<file path="config.mk">
export PLATFORM = sky130hd
export DESIGN_NAME = wb_stage_flat
export DESIGN_NICKNAME = d
export VERILOG_FILES = /design/src/rtl/rv_pkg.sv /design/src/rtl/wb_stage_if.sv /design/src/rtl/load_extend.sv /design/src/rtl/wb_stage.sv /design/src/flat_wrapper.sv
export SDC_FILE = /design/constraint.sdc
export NUM_CORES = 1
export LEC_CHECK = 0
export CAP_MARGIN = 20
export CORE_AREA = 5 5 116 199
export CTS_CLUSTER_DIAMETER = 30
export DETAILED_ROUTE_END_ITERATION = 7
export DIE_AREA = 0 0 121 204
export PLACE_DENSITY_LB_ADDON = 0.15
export REMOVE_ABC_BUFFERS = 1
export SKIP_CTS_REPAIR_TIMING = 1
export SYNTH_ARGS = -nofsm -noshare
export SYNTH_HDL_FRONTEND = slang
export SYNTH_HIERARCHICAL = 1
export SYNTH_SLANG_ARGS = --single-unit
export TNS_END_PERCENT = 100
</file>
<file path="constraint.sdc">
create_clock -name CLK -period 8.55 [get_ports CLK]
set_clock_uncertainty 0.2 [all_clocks]
set_input_delay 1.71 -clock CLK [delete_from_list [all_inputs] [get_ports CLK]]
set_output_delay 1.71 -clock CLK [all_outputs]
set_load 0.01 [all_outputs]
</file>
<file path="src/rtl/rv_pkg.sv">
// rtl/rv_pkg.sv - shared RISC-V pipeline encodings and types
package rv_pkg;

    localparam int XLEN = 32;

    typedef enum logic [1:0] {
        RES_ALU  = 2'b00,
        RES_LOAD = 2'b01,
        RES_PC4  = 2'b10,
        RES_IMM  = 2'b11
    } res_src_e;

    localparam logic [2:0] F3_LB  = 3'b000;
    localparam logic [2:0] F3_LH  = 3'b001;
    localparam logic [2:0] F3_LW  = 3'b010;
    localparam logic [2:0] F3_LBU = 3'b100;
    localparam logic [2:0] F3_LHU = 3'b101;

    typedef struct packed {
        logic       valid;
        logic       reg_write;
        logic [4:0] rd;
        logic [1:0] result_src;
        logic [2:0] funct3;
        logic [1:0] byte_off;
    } wb_ctrl_t;

endpackage

</file>
<file path="src/rtl/wb_stage_if.sv">
// rtl/wb_stage_if.sv - MEM-to-WB instruction bus with pipeline control
interface wb_stage_if #(parameter int XLEN = rv_pkg::XLEN) ();
    logic            stall;
    logic            flush;
    logic            in_valid;
    logic            in_reg_write;
    logic [4:0]      in_rd;
    logic [1:0]      in_result_src;
    logic [XLEN-1:0] in_alu_result;
    logic [31:0]     in_load_data;
    logic [2:0]      in_funct3;
    logic [1:0]      in_byte_off;
    logic [XLEN-1:0] in_pc_plus4;
    logic [XLEN-1:0] in_imm;

    modport master (
        output stall, flush, in_valid, in_reg_write, in_rd, in_result_src,
               in_alu_result, in_load_data, in_funct3, in_byte_off,
               in_pc_plus4, in_imm
    );

    modport slave (
        input stall, flush, in_valid, in_reg_write, in_rd, in_result_src,
              in_alu_result, in_load_data, in_funct3, in_byte_off,
              in_pc_plus4, in_imm
    );
endinterface

</file>
<file path="src/rtl/load_extend.sv">
// rtl/load_extend.sv - lane select and sign/zero extension of load data
module load_extend
    import rv_pkg::*;
#(
    parameter int XLEN = rv_pkg::XLEN
) (
    input  logic [31:0]     data,
    input  logic [2:0]      funct3,
    input  logic [1:0]      byte_off,
    output logic [XLEN-1:0] result
);

    logic [7:0]  lane_b;
    logic [15:0] lane_h;

    always_comb begin
        lane_b = data[7:0];
        case (byte_off)
            2'd0: lane_b = data[7:0];
            2'd1: lane_b = data[15:8];
            2'd2: lane_b = data[23:16];
            2'd3: lane_b = data[31:24];
            default: lane_b = data[7:0];
        endcase
        // halfword lane only looks at the upper offset bit
        lane_h = byte_off[1] ? data[31:16] : data[15:0];
    end

    always_comb begin
        result = {{(XLEN-32){data[31]}}, data};
        case (funct3)
            F3_LB:   result = {{(XLEN-8){lane_b[7]}}, lane_b};
            F3_LH:   result = {{(XLEN-16){lane_h[15]}}, lane_h};
            F3_LBU:  result = {{(XLEN-8){1'b0}}, lane_b};
            F3_LHU:  result = {{(XLEN-16){1'b0}}, lane_h};
            default: result = {{(XLEN-32){data[31]}}, data};
        endcase
    end

endmodule

</file>
<file path="src/rtl/wb_stage.sv">
// rtl/wb_stage.sv - write-back stage: MEM/WB register, result select, x0 suppression, retire count
module wb_stage
    import rv_pkg::*;
#(
    parameter int XLEN  = rv_pkg::XLEN,
    parameter int CNT_W = 64
) (
    input  logic             CLK,
    input  logic             RST,
    wb_stage_if.slave        mem,
    output logic [4:0]       A3,
    output logic [XLEN-1:0]  WD3,
    output logic             WE3,
    output logic             fwd_valid,
    output logic [4:0]       fwd_rd,
    output logic [XLEN-1:0]  fwd_data,
    output logic [CNT_W-1:0] instret
);

    wb_ctrl_t        wb_ctrl;
    logic [XLEN-1:0] wb_alu;
    logic [31:0]     wb_load;
    logic [XLEN-1:0] wb_pc4;
    logic [XLEN-1:0] wb_imm;
    logic [XLEN-1:0] load_val;
    logic [XLEN-1:0] result;
    logic            retire;

    // flush wins over stall; a flushed slot keeps stale fields but is a bubble
    always_ff @(posedge CLK or negedge RST) begin
        if (!RST) begin
            wb_ctrl <= '0;
            wb_alu  <= '0;
            wb_load <= '0;
            wb_pc4  <= '0;
            wb_imm  <= '0;
        end else if (mem.flush) begin
            wb_ctrl.valid <= 1'b0;
        end else if (!mem.stall) begin
            wb_ctrl.valid      <= mem.in_valid;
            wb_ctrl.reg_write  <= mem.in_reg_write;
            wb_ctrl.rd         <= mem.in_rd;
            wb_ctrl.result_src <= mem.in_result_src;
            wb_ctrl.funct3     <= mem.in_funct3;
            wb_ctrl.byte_off   <= mem.in_byte_off;
            wb_alu             <= mem.in_alu_result;
            wb_load            <= mem.in_load_data;
            wb_pc4             <= mem.in_pc_plus4;
            wb_imm             <= mem.in_imm;
        end
    end

    // an instruction retires when it leaves WB, so a stalled one counts once
    assign retire = wb_ctrl.valid & (~mem.stall | mem.flush);

    always_ff @(posedge CLK or negedge RST) begin
        if (!RST) begin
            instret <= '0;
        end else if (retire) begin
            instret <= instret + CNT_W'(1);
        end
    end

    load_extend #(.XLEN(XLEN)) u_load_extend (
        .data     (wb_load),
        .funct3   (wb_ctrl.funct3),
        .byte_off (wb_ctrl.byte_off),
        .result   (load_val)
    );

    always_comb begin
        result = wb_alu;
        case (wb_ctrl.result_src)
            RES_ALU:  result = wb_alu;
            RES_LOAD: result = load_val;
            RES_PC4:  result = wb_pc4;
            RES_IMM:  result = wb_imm;
            default:  result = wb_alu;
        endcase
    end

    assign WE3       = wb_ctrl.valid & wb_ctrl.reg_write & (wb_ctrl.rd != 5'd0);
    assign A3        = WE3 ? wb_ctrl.rd : 5'd0;
    assign WD3       = WE3 ? result : '0;
    assign fwd_valid = WE3;
    assign fwd_rd    = A3;
    assign fwd_data  = WD3;

endmodule

</file>
<file path="src/flat_wrapper.sv">
// flat-port wrapper written by rule: the top's interface ports become plain ports
module wb_stage_flat import rv_pkg::*;
#(
    parameter int XLEN  = rv_pkg::XLEN,
    parameter int CNT_W = 64
)
  (CLK, RST, A3, WD3, WE3, fwd_valid, fwd_rd, fwd_data, instret, mem_stall, mem_flush, mem_in_valid, mem_in_reg_write, mem_in_rd, mem_in_result_src, mem_in_alu_result, mem_in_load_data, mem_in_funct3, mem_in_byte_off, mem_in_pc_plus4, mem_in_imm);
  wb_stage_if #(.XLEN(XLEN)) mem_i ();
  input  logic CLK;
  input  logic RST;
  output logic [4:0] A3;
  output logic [XLEN-1:0] WD3;
  output logic WE3;
  output logic fwd_valid;
  output logic [4:0] fwd_rd;
  output logic [XLEN-1:0] fwd_data;
  output logic [CNT_W-1:0] instret;
  input wire logic [$bits(mem_i.stall)-1:0] mem_stall;
  input wire logic [$bits(mem_i.flush)-1:0] mem_flush;
  input wire logic [$bits(mem_i.in_valid)-1:0] mem_in_valid;
  input wire logic [$bits(mem_i.in_reg_write)-1:0] mem_in_reg_write;
  input wire logic [$bits(mem_i.in_rd)-1:0] mem_in_rd;
  input wire logic [$bits(mem_i.in_result_src)-1:0] mem_in_result_src;
  input wire logic [$bits(mem_i.in_alu_result)-1:0] mem_in_alu_result;
  input wire logic [$bits(mem_i.in_load_data)-1:0] mem_in_load_data;
  input wire logic [$bits(mem_i.in_funct3)-1:0] mem_in_funct3;
  input wire logic [$bits(mem_i.in_byte_off)-1:0] mem_in_byte_off;
  input wire logic [$bits(mem_i.in_pc_plus4)-1:0] mem_in_pc_plus4;
  input wire logic [$bits(mem_i.in_imm)-1:0] mem_in_imm;
  assign mem_i.stall = mem_stall;
  assign mem_i.flush = mem_flush;
  assign mem_i.in_valid = mem_in_valid;
  assign mem_i.in_reg_write = mem_in_reg_write;
  assign mem_i.in_rd = mem_in_rd;
  assign mem_i.in_result_src = mem_in_result_src;
  assign mem_i.in_alu_result = mem_in_alu_result;
  assign mem_i.in_load_data = mem_in_load_data;
  assign mem_i.in_funct3 = mem_in_funct3;
  assign mem_i.in_byte_off = mem_in_byte_off;
  assign mem_i.in_pc_plus4 = mem_in_pc_plus4;
  assign mem_i.in_imm = mem_in_imm;
  wb_stage #(.XLEN(XLEN), .CNT_W(CNT_W)) u_core (.CLK(CLK), .RST(RST), .mem(mem_i), .A3(A3), .WD3(WD3), .WE3(WE3), .fwd_valid(fwd_valid), .fwd_rd(fwd_rd), .fwd_data(fwd_data), .instret(instret));
endmodule
</file>
==> impl.org <==
** Outcome
- Result of the run :: complete, no violations

** Timing
- For this run, the top clock speed supported by timing is 179 MHz.
- Final-layout setup total negative slack :: 0 ns
- The routed design could run at a clock period as short as 5.60 ns.
- Unrepaired setup endpoints after global routing :: no
- Measured against its own limit, the worst slew margin works out to 0.401.
- At the pin with the least slew margin, the transition time is roughly 0.9 ns.
- Worst Setup Slack, final :: ~2.9 ns
- Total count of hold-check failures in the final report :: 0
- Hold is met by between 0.2 and 0.3 ns.
- Final setup violation count :: 0
- The final-report max-slew violation count came to 0.
- In the finished design, the share of the clock period the worst path needs comes to 0.655.

** Routing
- Detail Route Antenna Nets :: 0
- Number of search-and-repair iterations in the first detailed-routing pass :: 5
- Average wire per standard cell :: approximately 20 um
- Routed wire length :: between 20,000 and 30,000 um
- For this block, the via count after detailed routing is around 7,300.
- DRT iter0 DRCs :: 267
- Detailed-route DRC error count :: 0
- Average via count per standard cell :: 5.31

** Synthesis
- Of the total synthesized cell area, the portion taken by AND, OR, NAND and NOR gates is 0.123.
- The fraction of the mapped netlist area in compound gates is 0.0244.
- Async set or reset register ratio after synthesis :: 1.00
- Adder-cell area share of the yosys netlist :: 0.00123
- The share of the Yosys chip area taken by registers is 0.506.
- Mean instance size in the synthesized netlist :: ~13 um2
- Post-synthesis instance total :: 815
- Leading cell types by total area after synthesis :: sky130_fd_sc_hd__dfrtp_1 51%, sky130_fd_sc_hd__mux2_2 16%, sky130_fd_sc_hd__mux4_2 7.3%, sky130_fd_sc_hd__xor2_1 3.3%, sky130_fd_sc_hd__buf_4 2.8%
- Yosys warnings :: 6
- sky130_fd_sc_hd__dfrtp_1 takes more of the synthesized area than any other cell.
- FF+latch count, synth :: 206
- Among all flip-flop cells after synthesis, the most frequent one is sky130_fd_sc_hd__dfrtp_1.
- Multiplexer share of the synthesized area :: 0.239
- The share of synthesized area in the top cell type comes to 0.506.
- Number of flops mapped to enable cells by yosys :: 0
- Mapped cell area :: 10,200 um2
- Of the total synthesized cell area, the portion taken by XOR and XNOR cells is 0.0541.
- The netlist uses 43 different library cells.
- By area, the combinational part of the netlist is dominated by multiplexers.

** Cells and area
- Non-filler instance count after layout :: around 1,400
- Relative to the synthesized area, the layout overhead comes to 39.8%.
- Leaving out fill and tap cells, the most frequent cell in the layout is sky130_fd_sc_hd__clkdlybuf4s50_1.
- Final instance area :: 14,300 um2
- For this run, the post-layout net count is 1,211.
- Utilization after layout :: 0.666
- In the final layout, the share of cells above drive strength 1 is 0.250.
- In the layout the commonest cells are 284 x sky130_fd_sc_hd__clkdlybuf4s50_1, 204 x sky130_fd_sc_hd__dfrtp_1, 149 x sky130_fd_sc_hd__mux2_2.

** Global route
- Via count of the first global-routing pass :: about 8,100
- For this run, the total global-route usage over all layers was measured as 0.227.
- Initial antenna violation count :: 2
- Entering global routing, the biggest net connects 142 pins.
- The first global-routing pass estimated between 40,000 and 50,000 um of wire.
- Total grt overflow :: 0

** Flow run
- Number of maximum-capacitance constraint violations :: 0

** CTS
- The later pin in the worst-skew pair is clocked with a latency of roughly 0.5 ns.
- The H-tree generated during clock tree synthesis spans 2 levels.
- Sinks on Clock Net :: 206
- The cell sitting at the root of the clock tree is a sky130_fd_sc_hd__clkbuf_16.
- The clock passes through at most 3 buffers.
- Inserted Clock Buffers :: 36
- Clock-pin slew was measured on the worst setup and hold paths at around 0.050 ns.
- TritonCTS clock tree :: yes

** Critical path
- In this run the worst path has a maximum fanout of 17.
- Crit path capture :: WD3[21]
- Critical path endpoint category :: primary output
- STA puts the critical path data arrival time at ~3.7 ns.
- R2R depth :: 6
- First element of the critical path :: u_core/wb_ctrl[1]
- The setup path with the least slack is of type register to primary output.
- Destination of the worst register-to-register timing path :: u_core/instret[42]
- Critical path required time :: ~6.6 ns
- Setup slack on the worst reg-to-reg path comes out at between 5 and 6 ns.
- STA classifies the critical path startpoint as a register.
- Startpoint of the worst-slack reg-to-reg timing path :: u_core/instret[0]

** Floorplan
- Number of placement rows :: 71
- The initial utilization of the core area, before any placement, comes to 0.476.
- Horiz. Die Dim :: 121 um
- Area of the core region :: about 21,000 um2
- From bottom edge to top edge, the die measures 204 um.
- DIE AREA :: 24,700 um2
- Io pins :: 286

** Pwr
- Leakage power figure :: between 5 and 6 nW
- Maximum vdd ir drop :: 0.000245 V
- Power comes to between 3 and 4 mW.
- Areal power density over the cells :: between 200 and 250 nW/um2

** Placement
- At the placement stage, the worst setup path has a slack of 3.46 ns.
- Input and output buffers added on the ports amount to approximately 290.
- In this run the cell area measured after placement is around 13,000 um2.
- DP HPWL :: a little under 20,000 um
- At the end of routability-driven placement, the weighted congestion stood at about 0.83.
- Cell count after placement :: 1,316

** Worst hold path
- Worst hold path type :: register to register
[metal layers]
metal | share of wire | global-route usage
met4 | 0.031 | 0.0871
met5 | 0.00051 | 0
met3 | 0.066 | 0.0587
met2 | 0.53 | 0.401
met1 | 0.37 | 0.261
[Yosys cell counts (all sizes together), types with 24 or more instances]
cell type	number
dfrtp	206
mux2	149
nand2	71
buf	48
xor2	38
nor2b	34
clkbuf	33
mux4	33
nor2	25
xnor2	25
nand3	24
[area by class of cell]
type / count / area [um2]
tap: 292 / 365
multi-input combinational: 513 / 4510
timing repair buffer: 292 / 2960
sequential: 206 / 5160
clock buffer: 40 / 957
inverter: 15 / 56.3
fill: 1651 / 7160
antenna: 2 / 5.00
clock inverter: 24 / 236
[cell families after synthesis]
| family | Yosys count |
|---|---|
| muxes | 184 |
| AOI/OAI and AO/OA | 34 |
| adders and majority gates | 1 |
| DFF | 206 |
| xor gates and xnor gates | 63 |
| and+or+nand+nor | 231 |
| buffers and inverters | 96 |
[power breakdown]
group	switching (mW)	internal (mW)	leakage, nW	total (mW)
registers	0.0984	1.09	2.52	1.18
clock network	0.517	0.884	0.571	1.40
logic	0.187	0.325	2.87	0.511
[worst min path at each step]
| stage | startpoint | end | slack [ns] | cells after the start |
|---|---|---|---|---|
| 2_1_floorplan | u_core/wb_pc4[0] | u_core/wb_pc4[0] | 0.28 | 1 |
| 3_3_place_gp | u_core/instret[63] | u_core/instret[63] | 0.26 | 1 |
| 3_5_place_dp | u_core/instret[63] | u_core/instret[63] | 0.27 | 1 |
| 4_1_cts | u_core/instret[63] | u_core/instret[63] | 0.28 | 1 |
| 5_1_grt | u_core/instret[63] | u_core/instret[63] | 0.30 | 1 |
| 6_report | u_core/instret[63] | u_core/instret[63] | 0.28 | 1 |
[critical path: stages (launching register included)]
cell and delay (ns):
sky130_fd_sc_hd__dfrtp_1 0.67, sky130_fd_sc_hd__mux4_2 0.62, sky130_fd_sc_hd__nand3b_4 0.14, sky130_fd_sc_hd__o41a_2 0.48, sky130_fd_sc_hd__nand2_1 0.13, sky130_fd_sc_hd__mux4_2 0.45, sky130_fd_sc_hd__nor2b_1 0.18, sky130_fd_sc_hd__clkdlybuf4s50_1 0.51
[flip-flops by register name (all words and copies together) (netlist names)]
register        flops
u_core/wb_alu      32
u_core/wb_pc4      32
u_core/wb_imm      32
u_core/wb_load     32
u_core/wb_ctrl     14
u_core/instret     64
(Power assumes the default switching activity.)
